### src/rtl/irq_pkg.sv
// Shared types and constants for the interrupt controller.
package irq_pkg;

  typedef enum logic [1:0] {
    IDLE    = 2'd0,
    REQ     = 2'd1,
    SERVICE = 2'd2
  } irq_state_e;

  localparam logic [1:0] CFG_MASK = 2'd0;
  localparam logic [1:0] CFG_PEND = 2'd1;
  localparam logic [1:0] CFG_BASE = 2'd2;
  localparam logic [1:0] CFG_STAT = 2'd3;

  localparam logic [7:0] VEC_BASE_RST = 8'hF0;

endpackage

### src/rtl/interrupt_controller_prio_enc.sv
// Fixed-priority encoder: the lowest set request index wins.
module prio_enc #(
  parameter int N    = 4,
  parameter int ID_W = 2
) (
  input  logic [N-1:0]    req_i,
  output logic [ID_W-1:0] idx_o,
  output logic            valid_o
);

  // Scan from the top down so the lowest set index is the last one written.
  always_comb begin
    idx_o   = '0;
    valid_o = |req_i;
    for (int i = N - 1; i >= 0; i--) begin
      if (req_i[i]) idx_o = ID_W'(i);
    end
  end

endmodule

### src/rtl/interrupt_controller.sv
// Interrupt controller: edge-detected pending sources, enable mask, fixed
// priority selection and an IDLE/REQ/SERVICE handshake with the processor.
module interrupt_controller
  import irq_pkg::*;
#(
  parameter int NUM_SRC   = 4,
  parameter int DATA_W    = 8,
  parameter int VEC_SHIFT = 2
) (
  input  logic               clk,
  input  logic               reset,
  input  logic [NUM_SRC-1:0] irq_src,
  input  logic               cfg_we,
  input  logic [1:0]         cfg_addr,
  input  logic [DATA_W-1:0]  cfg_wdata,
  output logic [DATA_W-1:0]  cfg_rdata,
  output logic               irq,
  output logic [DATA_W-1:0]  irq_vector,
  input  logic               irq_ack,
  input  logic               iret,
  output logic               in_service
);

  localparam int ID_W = (NUM_SRC > 1) ? $clog2(NUM_SRC) : 1;

  logic [NUM_SRC-1:0] src_q;
  logic [NUM_SRC-1:0] pend_q, pend_d;
  logic [DATA_W-1:0]  mask_q;
  logic [DATA_W-1:0]  base_q;
  irq_state_e         state_q;
  logic [ID_W-1:0]    id_q;
  logic               irq_q;
  logic               in_service_q;

  logic [NUM_SRC-1:0] rise;
  logic [NUM_SRC-1:0] w1c;
  logic [NUM_SRC-1:0] ack_clr;
  logic [NUM_SRC-1:0] active;
  logic [ID_W-1:0]    sel_id;
  logic               sel_valid;
  logic               ack_take;

  assign rise     = irq_src & ~src_q;
  assign active   = pend_q & mask_q[NUM_SRC-1:0];
  assign ack_take = (state_q == REQ) && irq_ack;

  prio_enc #(.N(NUM_SRC), .ID_W(ID_W)) u_prio (
    .req_i   (active),
    .idx_o   (sel_id),
    .valid_o (sel_valid)
  );

  // Pending next state: clears (W1C and ack) first, then new edges so a set wins.
  always_comb begin
    w1c     = '0;
    ack_clr = '0;
    if (cfg_we && (cfg_addr == CFG_PEND)) w1c = cfg_wdata[NUM_SRC-1:0];
    if (ack_take) ack_clr[id_q] = 1'b1;
    pend_d = (pend_q & ~w1c & ~ack_clr) | rise;
  end

  // Source history, pending latch and writable config registers.
  always_ff @(posedge clk) begin
    if (reset) begin
      src_q  <= '0;
      pend_q <= '0;
      mask_q <= '0;
      base_q <= DATA_W'(VEC_BASE_RST);
    end else begin
      src_q  <= irq_src;
      pend_q <= pend_d;
      if (cfg_we && (cfg_addr == CFG_MASK)) mask_q <= cfg_wdata;
      if (cfg_we && (cfg_addr == CFG_BASE)) base_q <= cfg_wdata;
    end
  end

  // Handshake FSM with registered irq / in_service; id is frozen outside IDLE.
  always_ff @(posedge clk) begin
    if (reset) begin
      state_q      <= IDLE;
      id_q         <= '0;
      irq_q        <= 1'b0;
      in_service_q <= 1'b0;
    end else begin
      case (state_q)
        IDLE: begin
          if (sel_valid) begin
            id_q    <= sel_id;
            state_q <= REQ;
            irq_q   <= 1'b1;
          end
        end
        REQ: begin
          if (irq_ack) begin
            state_q      <= SERVICE;
            irq_q        <= 1'b0;
            in_service_q <= 1'b1;
          end else if (!mask_q[id_q]) begin
            state_q <= IDLE;
            irq_q   <= 1'b0;
          end
        end
        SERVICE: begin
          if (iret) begin
            state_q      <= IDLE;
            in_service_q <= 1'b0;
          end
        end
        default: begin
          state_q      <= IDLE;
          irq_q        <= 1'b0;
          in_service_q <= 1'b0;
        end
      endcase
    end
  end

  logic [DATA_W-1:0] id_ext;
  assign id_ext     = DATA_W'(id_q);
  assign irq_vector = base_q + (id_ext << VEC_SHIFT);
  assign irq        = irq_q;
  assign in_service = in_service_q;

  // Combinational register read port.
  always_comb begin
    cfg_rdata = '0;
    case (cfg_addr)
      CFG_MASK: cfg_rdata = mask_q;
      CFG_PEND: cfg_rdata = DATA_W'(pend_q);
      CFG_BASE: cfg_rdata = base_q;
      CFG_STAT: cfg_rdata = DATA_W'({state_q, in_service_q, 1'b0, 4'(id_q)});
      default:  cfg_rdata = '0;
    endcase
  end

endmodule

### config.mk
export PLATFORM = sky130hd
export DESIGN_NAME = interrupt_controller
export DESIGN_NICKNAME = d
export VERILOG_FILES = /design/src/rtl/irq_pkg.sv /design/src/rtl/interrupt_controller_prio_enc.sv /design/src/rtl/interrupt_controller.sv
export SDC_FILE = /design/constraint.sdc
export NUM_CORES = 1
export LEC_CHECK = 0
export CAP_MARGIN = 5
export CORE_UTILIZATION = 45
export DETAILED_ROUTE_END_ITERATION = 8
export GPL_TIMING_DRIVEN = 0
export PLACE_DENSITY = 0.74
export REMOVE_ABC_BUFFERS = 1
export SYNTH_ARGS = -nofsm -noshare
export SYNTH_HDL_FRONTEND = slang
export SYNTH_SLANG_ARGS = --single-unit
export TNS_END_PERCENT = 10
### constraint.sdc
create_clock -name clk -period 1.5 [get_ports clk]
set_input_delay 0.15 -clock clk [delete_from_list [all_inputs] [get_ports clk]]
set_output_delay 0.15 -clock clk [all_outputs]
set_load 0.05 [all_outputs]
# After elaboration in Yosys (flattened, before gate mapping)
# Cells that the tools add are included.
# W data, S select, Z words.
[op_classes] add_sub_neg=1 n_lt_le_gt_ge=3 eq_ne=9 n_mux=23 bitwise_logic=10 n_reduce_logical=12
[ops] cell="$pmux W8 S4" count=1
[ops] cell="$and A4 B4 Y4" count=4
[ops] cell="$mux W2" count=8
[ops] cell="$not A4 Y4" count=3
[ops] cell="$reduce_and A3 Y1" count=3
[ops] cell="$add A8 B4 Y8" count=1
[ops] cell="$mux W4" count=2
[ops] cell="$mux W1" count=7
[ops] cell="$eq A2 B2 Y1 const B" count=3
[ops] cell="$ne A2 B2 Y1 const B" count=3
[ops] cell="$pmux W1 S3" count=2
[ops] cell="$pmux W2 S3" count=1
[ops] cell="$logic_and A1 B1 Y1" count=5
[ops] cell="$eq A2 B1 Y1 const B" count=2
[ops] cell="$logic_not A2 Y1" count=2
[ops] cell="$lt A2 B4 Y1 const B" count=1
[ops] cell="$or A4 B4 Y4" count=1
[ops] cell="$reduce_or A4 Y1" count=1
[ops] cell="$lt A2 B3 Y1 const B" count=1
[ops] cell="$ne A3 B3 Y1 const B" count=1
[ops] cell="$bmux W1 S2" count=1
[ops] cell="$demux W1 S2" count=1
[ops] cell="$ge A2 B1 Y1 const B" count=1
[ops] cell="$not A1 Y1" count=2
[ops] cell="$reduce_and A2 Y1" count=1
[word_totals] reg_bits=30 input_bits=19

# Depth between registers and ports, before layout
[depth] depth_word=8 depth_mapped=5 depth_no_buf=4

# Cells and area by module
# From an unflattened synthesis, not the netlist that was laid out.
[hier_totals] hier_cells=163 area_unflattened_um2=1491.4
[by_module_without_submodules] module="interrupt_controller" n_inst=1 cells_each=156 area_each_um2=1456.4 seq_area_each_um2=600.6
[by_module_without_submodules] module="prio_enc" n_inst=1 cells_each=7 area_each_um2=35.0 seq_area_each_um2=0.0

# Least setup slack after synthesis
# No wires, ideal clock.
[synth_timing] path_kind="flip-flop to output port" from="reg id_q[0]" to="out irq_vector[6]" arrival_ns=1.722 path_slack_ns=-0.372 path_stages_with_launch=5 cell_sequence="dfxtp_1 > ha_1 > fa_1 > nand3_1 > xnor2_1"
[synth_between] elab_chain_len=1
[synth_rtl] item="start: declaration" line_no="interrupt_controller.sv:31" source="logic [ID_W-1:0] id_q;"
[synth_rtl] item="start signal: assignment" line_no="interrupt_controller.sv:88" source="id_q <= sel_id;"
[synth_rtl] item="$add A8 B4 Y8" line_no="interrupt_controller.sv:120" source="assign irq_vector = base_q + (id_ext << VEC_SHIFT);"
[synth_rtl] item="end: declaration" line_no="interrupt_controller.sv:18" source="output logic [DATA_W-1:0] irq_vector,"
# No other way between the ends.

# Final worst setup path
[layout_timing] from="reg id_q[1]" to="out irq_vector[4]"
# The elaborated chain is that of the path after synthesis.

==> run summary <==
The footprint of the flip-flops and latches was 614.3 µm²; the share of total power in combinational logic was 0.168. At the pin with the least slew margin, the transition time is 1023 ps. For the worst voltage drop across the vdd grid, the log shows 0.0005697 V. The logs give 30 for the count of unique library cells instantiated by Yosys and 13.93 ps for the worst-case clock skew.

The H-tree was split into 2 levels. The core area is 3078 µm². Maximum fanout along the worst path: 4. The effective utilization at floorplan was 0.4764. End of the worst register-to-register path: irq. For the total wire length after detailed routing, the log shows 3.941 mm. Clock latency on the worst-skew pair, taken at its later pin, is 340 ps. The static leakage was 0.8463 nW; the number of core rows was 20. Internal power comes to 0.001542 W. The part of the total power dissipated in the clock network came out at 0.415. TritonCTS built the clock tree. Dividing total power by cell area gives a power density of 1021 nW/µm². Yosys attributes the largest share of cell area to dfxtp_1, nand2_1, a21oi_1. For flop-to-flop paths, the worst setup slack is -10 ps. After filler insertion, the fill cell instance count of the layout stands at 271. The worst setup path is of the reg2out kind. The standard cell area after detailed placement was 1833 µm². The count of buffers added on input and output ports is 36. Summed over all layers, the global routing overflow is 0. The first detailed-routing pass took 4 iterations. The floorplan die area was 3491 µm². After the last flow step, the layout net total stands at 231. Clock tree synthesis selected as its root buffer the cell clkbuf_4. The detailed router placed 1385 vias in this run.

The part of the total power dissipated in sequential elements was 0.417. The routed length on met1 is 1.735 mm, and the mean routed wirelength per cell is 15.52 µm. The setup total negative slack is -2583 ps.

The repair_antennas step left the layout with diodes totalling 0. Relative to the synthesized area, the layout overhead comes to 39.51%. The smallest clock period supported by the final layout is computed as 1848 ps. The run gives 30 as the TritonCTS sink count. Setup repair after global routing could not meet its margin everywhere.

In this run the most critical hold path is launched from cfg_addr[1]. The destination of the worst hold path was base_q[3]. Wire segments on met3 add up to 206 µm in the final route. In the routed design, unresolved DRC markers number 0. After detailed routing, the number of vias per cell comes to 5.453. The checks that failed: negative setup slack.

Detailed placement ended at an HPWL of 2.539 mm. The height of the die was 59.09 µm; the fraction of post-synthesis cell area in the top cell type by area was 0.4096. With fillers left out, the area of the finished cells amounts to 2046 µm².

At the placement stage, the worst setup path has a slack of -1305 ps. The post-synthesis average cell area was 8.626 µm²; the sequential fraction of the synthesis area was 0.4096. The multi-input combinational cells in the finished layout cover a total of 854.6 µm². The number of instances on the worst hold path was 4. Data on the critical path arrives at its endpoint at 1700 ps. The ratio of final minimum period to clock period is 1.232. The warning count from the yosys run is 0, and the placed instance count is 240.

The sort of element at the start of the critical path was a flop. Wire segments on met2 add up to 1.911 mm in the final route. The worst reg2reg path depth was 6; the number of standard cells in the final layout excluding fillers was 254. After detailed routing, no signal wire sits above met4.

The worst path required time is 1350 ps, and the count of antenna-violating nets left after detailed routing is 0. The run gives 6.499 mm as the wire length of the first global-routing pass. The aggregate global-route resource usage was 0.2557. Based on the critical path, the design can be clocked at up to 541.1 MHz. Number of antenna violations at the first check in global routing: 0. The tools report the number of pins exceeding their max-slew limit in the final report as 0. The number of clock buffers added by TritonCTS is 5. The die is 59.09 µm wide. Pin placement for this block handled 37 I/O pins. Summed over all nets, the switching power comes to 0.0005480 W.

The tools report the combined area of all synthesized cells as 1466 µm². Leading area contributor after synthesis: dfxtp_1. The run finished, with violations left. Total of max-cap violations: 0. The run gives 0 as the number of endpoints with negative hold slack in the final report.

The detailed router finished its first iteration with 64 violations. The run gives 170 as the post-synthesis cell count. Setup violations remaining at the end of the flow were counted as 11. The tools report the start of the worst register-to-register path as id_q[0]. The tools report the number of global-route vias before repair as 1357.

In this run the deepest clock path goes through 2 buffers. Entering global routing, the biggest net connects 31 pins. For the weighted congestion reported at the end of routability-driven placement, the log shows 0.8023. The worst hold path belongs to the class in2reg. The final critical-path setup slack is -348.1 ps, and the flip-flop and latch count after synthesis is 30. The worst max-slew margin expressed relative to the limit is 0.3180, and the share of post-route cells with drive strength above 1 is 0.2286. The worst setup path is captured at a primary output. After clock tree synthesis, the clock-pin slew on the worst setup and hold paths is 110 ps. The net switching share of the total power was 0.2623.
[worst max path at each step]
| stage | startpoint | endpoint | slack (ps) |
|---|---|---|---|
| finish | id_q[1] | irq_vector[4] | -350 |
| global placement | cfg_addr[1] | cfg_rdata[2] | -1260 |
| CTS | id_q[0] | irq_vector[6] | -350 |
| global route | id_q[1] | irq_vector[6] | -370 |
| detailed placement | cfg_addr[1] | cfg_rdata[2] | -1310 |
| floorplan | id_q[0] | irq_vector[6] | -370 |
[flip-flops by register name, indices dropped and copies added (netlist names)]
register	count
pend_q	4
base_q	8
irq	1
state_q	2
id_q	2
src_q	4
mask_q	8
in_service	1
[routing by layer]
layer,GRT usage,vias to the layer above
li1,-,673
met1,0.3156,662
met2,0.4107,41
met3,0.06550,9
met4,0.1327,0
met5,0,-
[cell usage after synthesis]
cell       n
xor2_1     1
mux4_1     2
inv_1      5
and2_1     1
nor2_1     9
buf_4      2
mux2_2     3
fa_1       1
xnor2_1    3
mux4_2     1
nand4_1    1
a21bo_1    1
nand2_1   34
nand2b_1   4
a22o_1     5
clkbuf_1   5
nand3_1   10
nor2b_1    5
o21ai_0    4
a211oi_1   1
nand3b_1   5
a221oi_1   4
a21o_1     5
ha_1       2
buf_2      3
a21oi_1   18
a211o_1    1
dfxtp_1   30
mux2i_1    3
a32oi_1    1
[repair_timing]
item / in CTS / in global routing
setup buffers: 6 / 0
pin swaps: 4 / 3
endpoints found under the setup margin: 32 / 17
gates resized for setup: 89 / 18
hold buffers: 0 / 0
[kinds of logic (layout without fill, tap and decap cells)]
group                    Yosys count  count (layout)  synth area share
XOR/XNOR                           4               4           0.02390
AO/OA/AOI/OAI                     40              40            0.1783
buffers and inverters             15              55           0.04607
adder cells (fa/ha/maj)            3               3           0.03071
multiplexers                       9               9           0.09471
AND/OR/NAND/NOR                   69              69            0.2167
flip-flops                        30              30            0.4096
[worst max-delay path, cell delays in order (launching register included)]
cell     delay (ps)
dfxtp_4         390
buf_6           120
fa_2            420
xor2_1          190
buf_4           230
[power by group through the flow]
| stage | Combinational, W | Sequential (W) | Clock (W) |
|---|---|---|---|
| 5_1_grt | 0.000374 | 0.000876 | 0.000916 |
| 3_3_place_gp | 0.000342 | 0.000886 | 0 |
| 4_1_cts | 0.000347 | 0.000868 | 0.000885 |
| 2_1_floorplan | 0.000189 | 0.000891 | 0 |
| 3_5_place_dp | 0.000347 | 0.000889 | 0 |
| 6_report | 0.000352 | 0.000871 | 0.000866 |
[cell usage in the layout, fill, tap and decap left out, drive strengths merged, types with 5 or more instances in the layout]
master | netlist | final
nor2b | 5 | 5
dfxtp | 30 | 30
dlygate4sd2 | 0 | 7
clkdlybuf4s50 | 0 | 15
a21o | 5 | 5
buf | 5 | 16
nand3 | 10 | 10
a22o | 5 | 5
inv | 5 | 5
clkbuf | 5 | 6
a21oi | 18 | 18
nand2 | 34 | 34
nor2 | 9 | 9
nand3b | 5 | 5
[area by class of cell]
cell class                      count  area share
Multi-Input combinational cell    125      0.4177
Clock buffer                        6     0.02508
Tap cell                           44     0.02691
Inverter                            5    0.009174
Sequential cell                    30      0.3003
Clock inverter                      2     0.02936
Timing Repair Buffer               42      0.1914
[per-stage QoR]
step           utilization  hold WS [ps]  total power [W]
2_1_floorplan            -         219.1         0.001080
3_3_place_gp        0.5955         432.8         0.001228
3_5_place_dp        0.5955         444.1         0.001236
4_1_cts             0.6610         362.1         0.002100
5_1_grt             0.6646         366.6         0.002166
6_report            0.6646         359.3         0.002090
(Power assumes the default switching activity.)
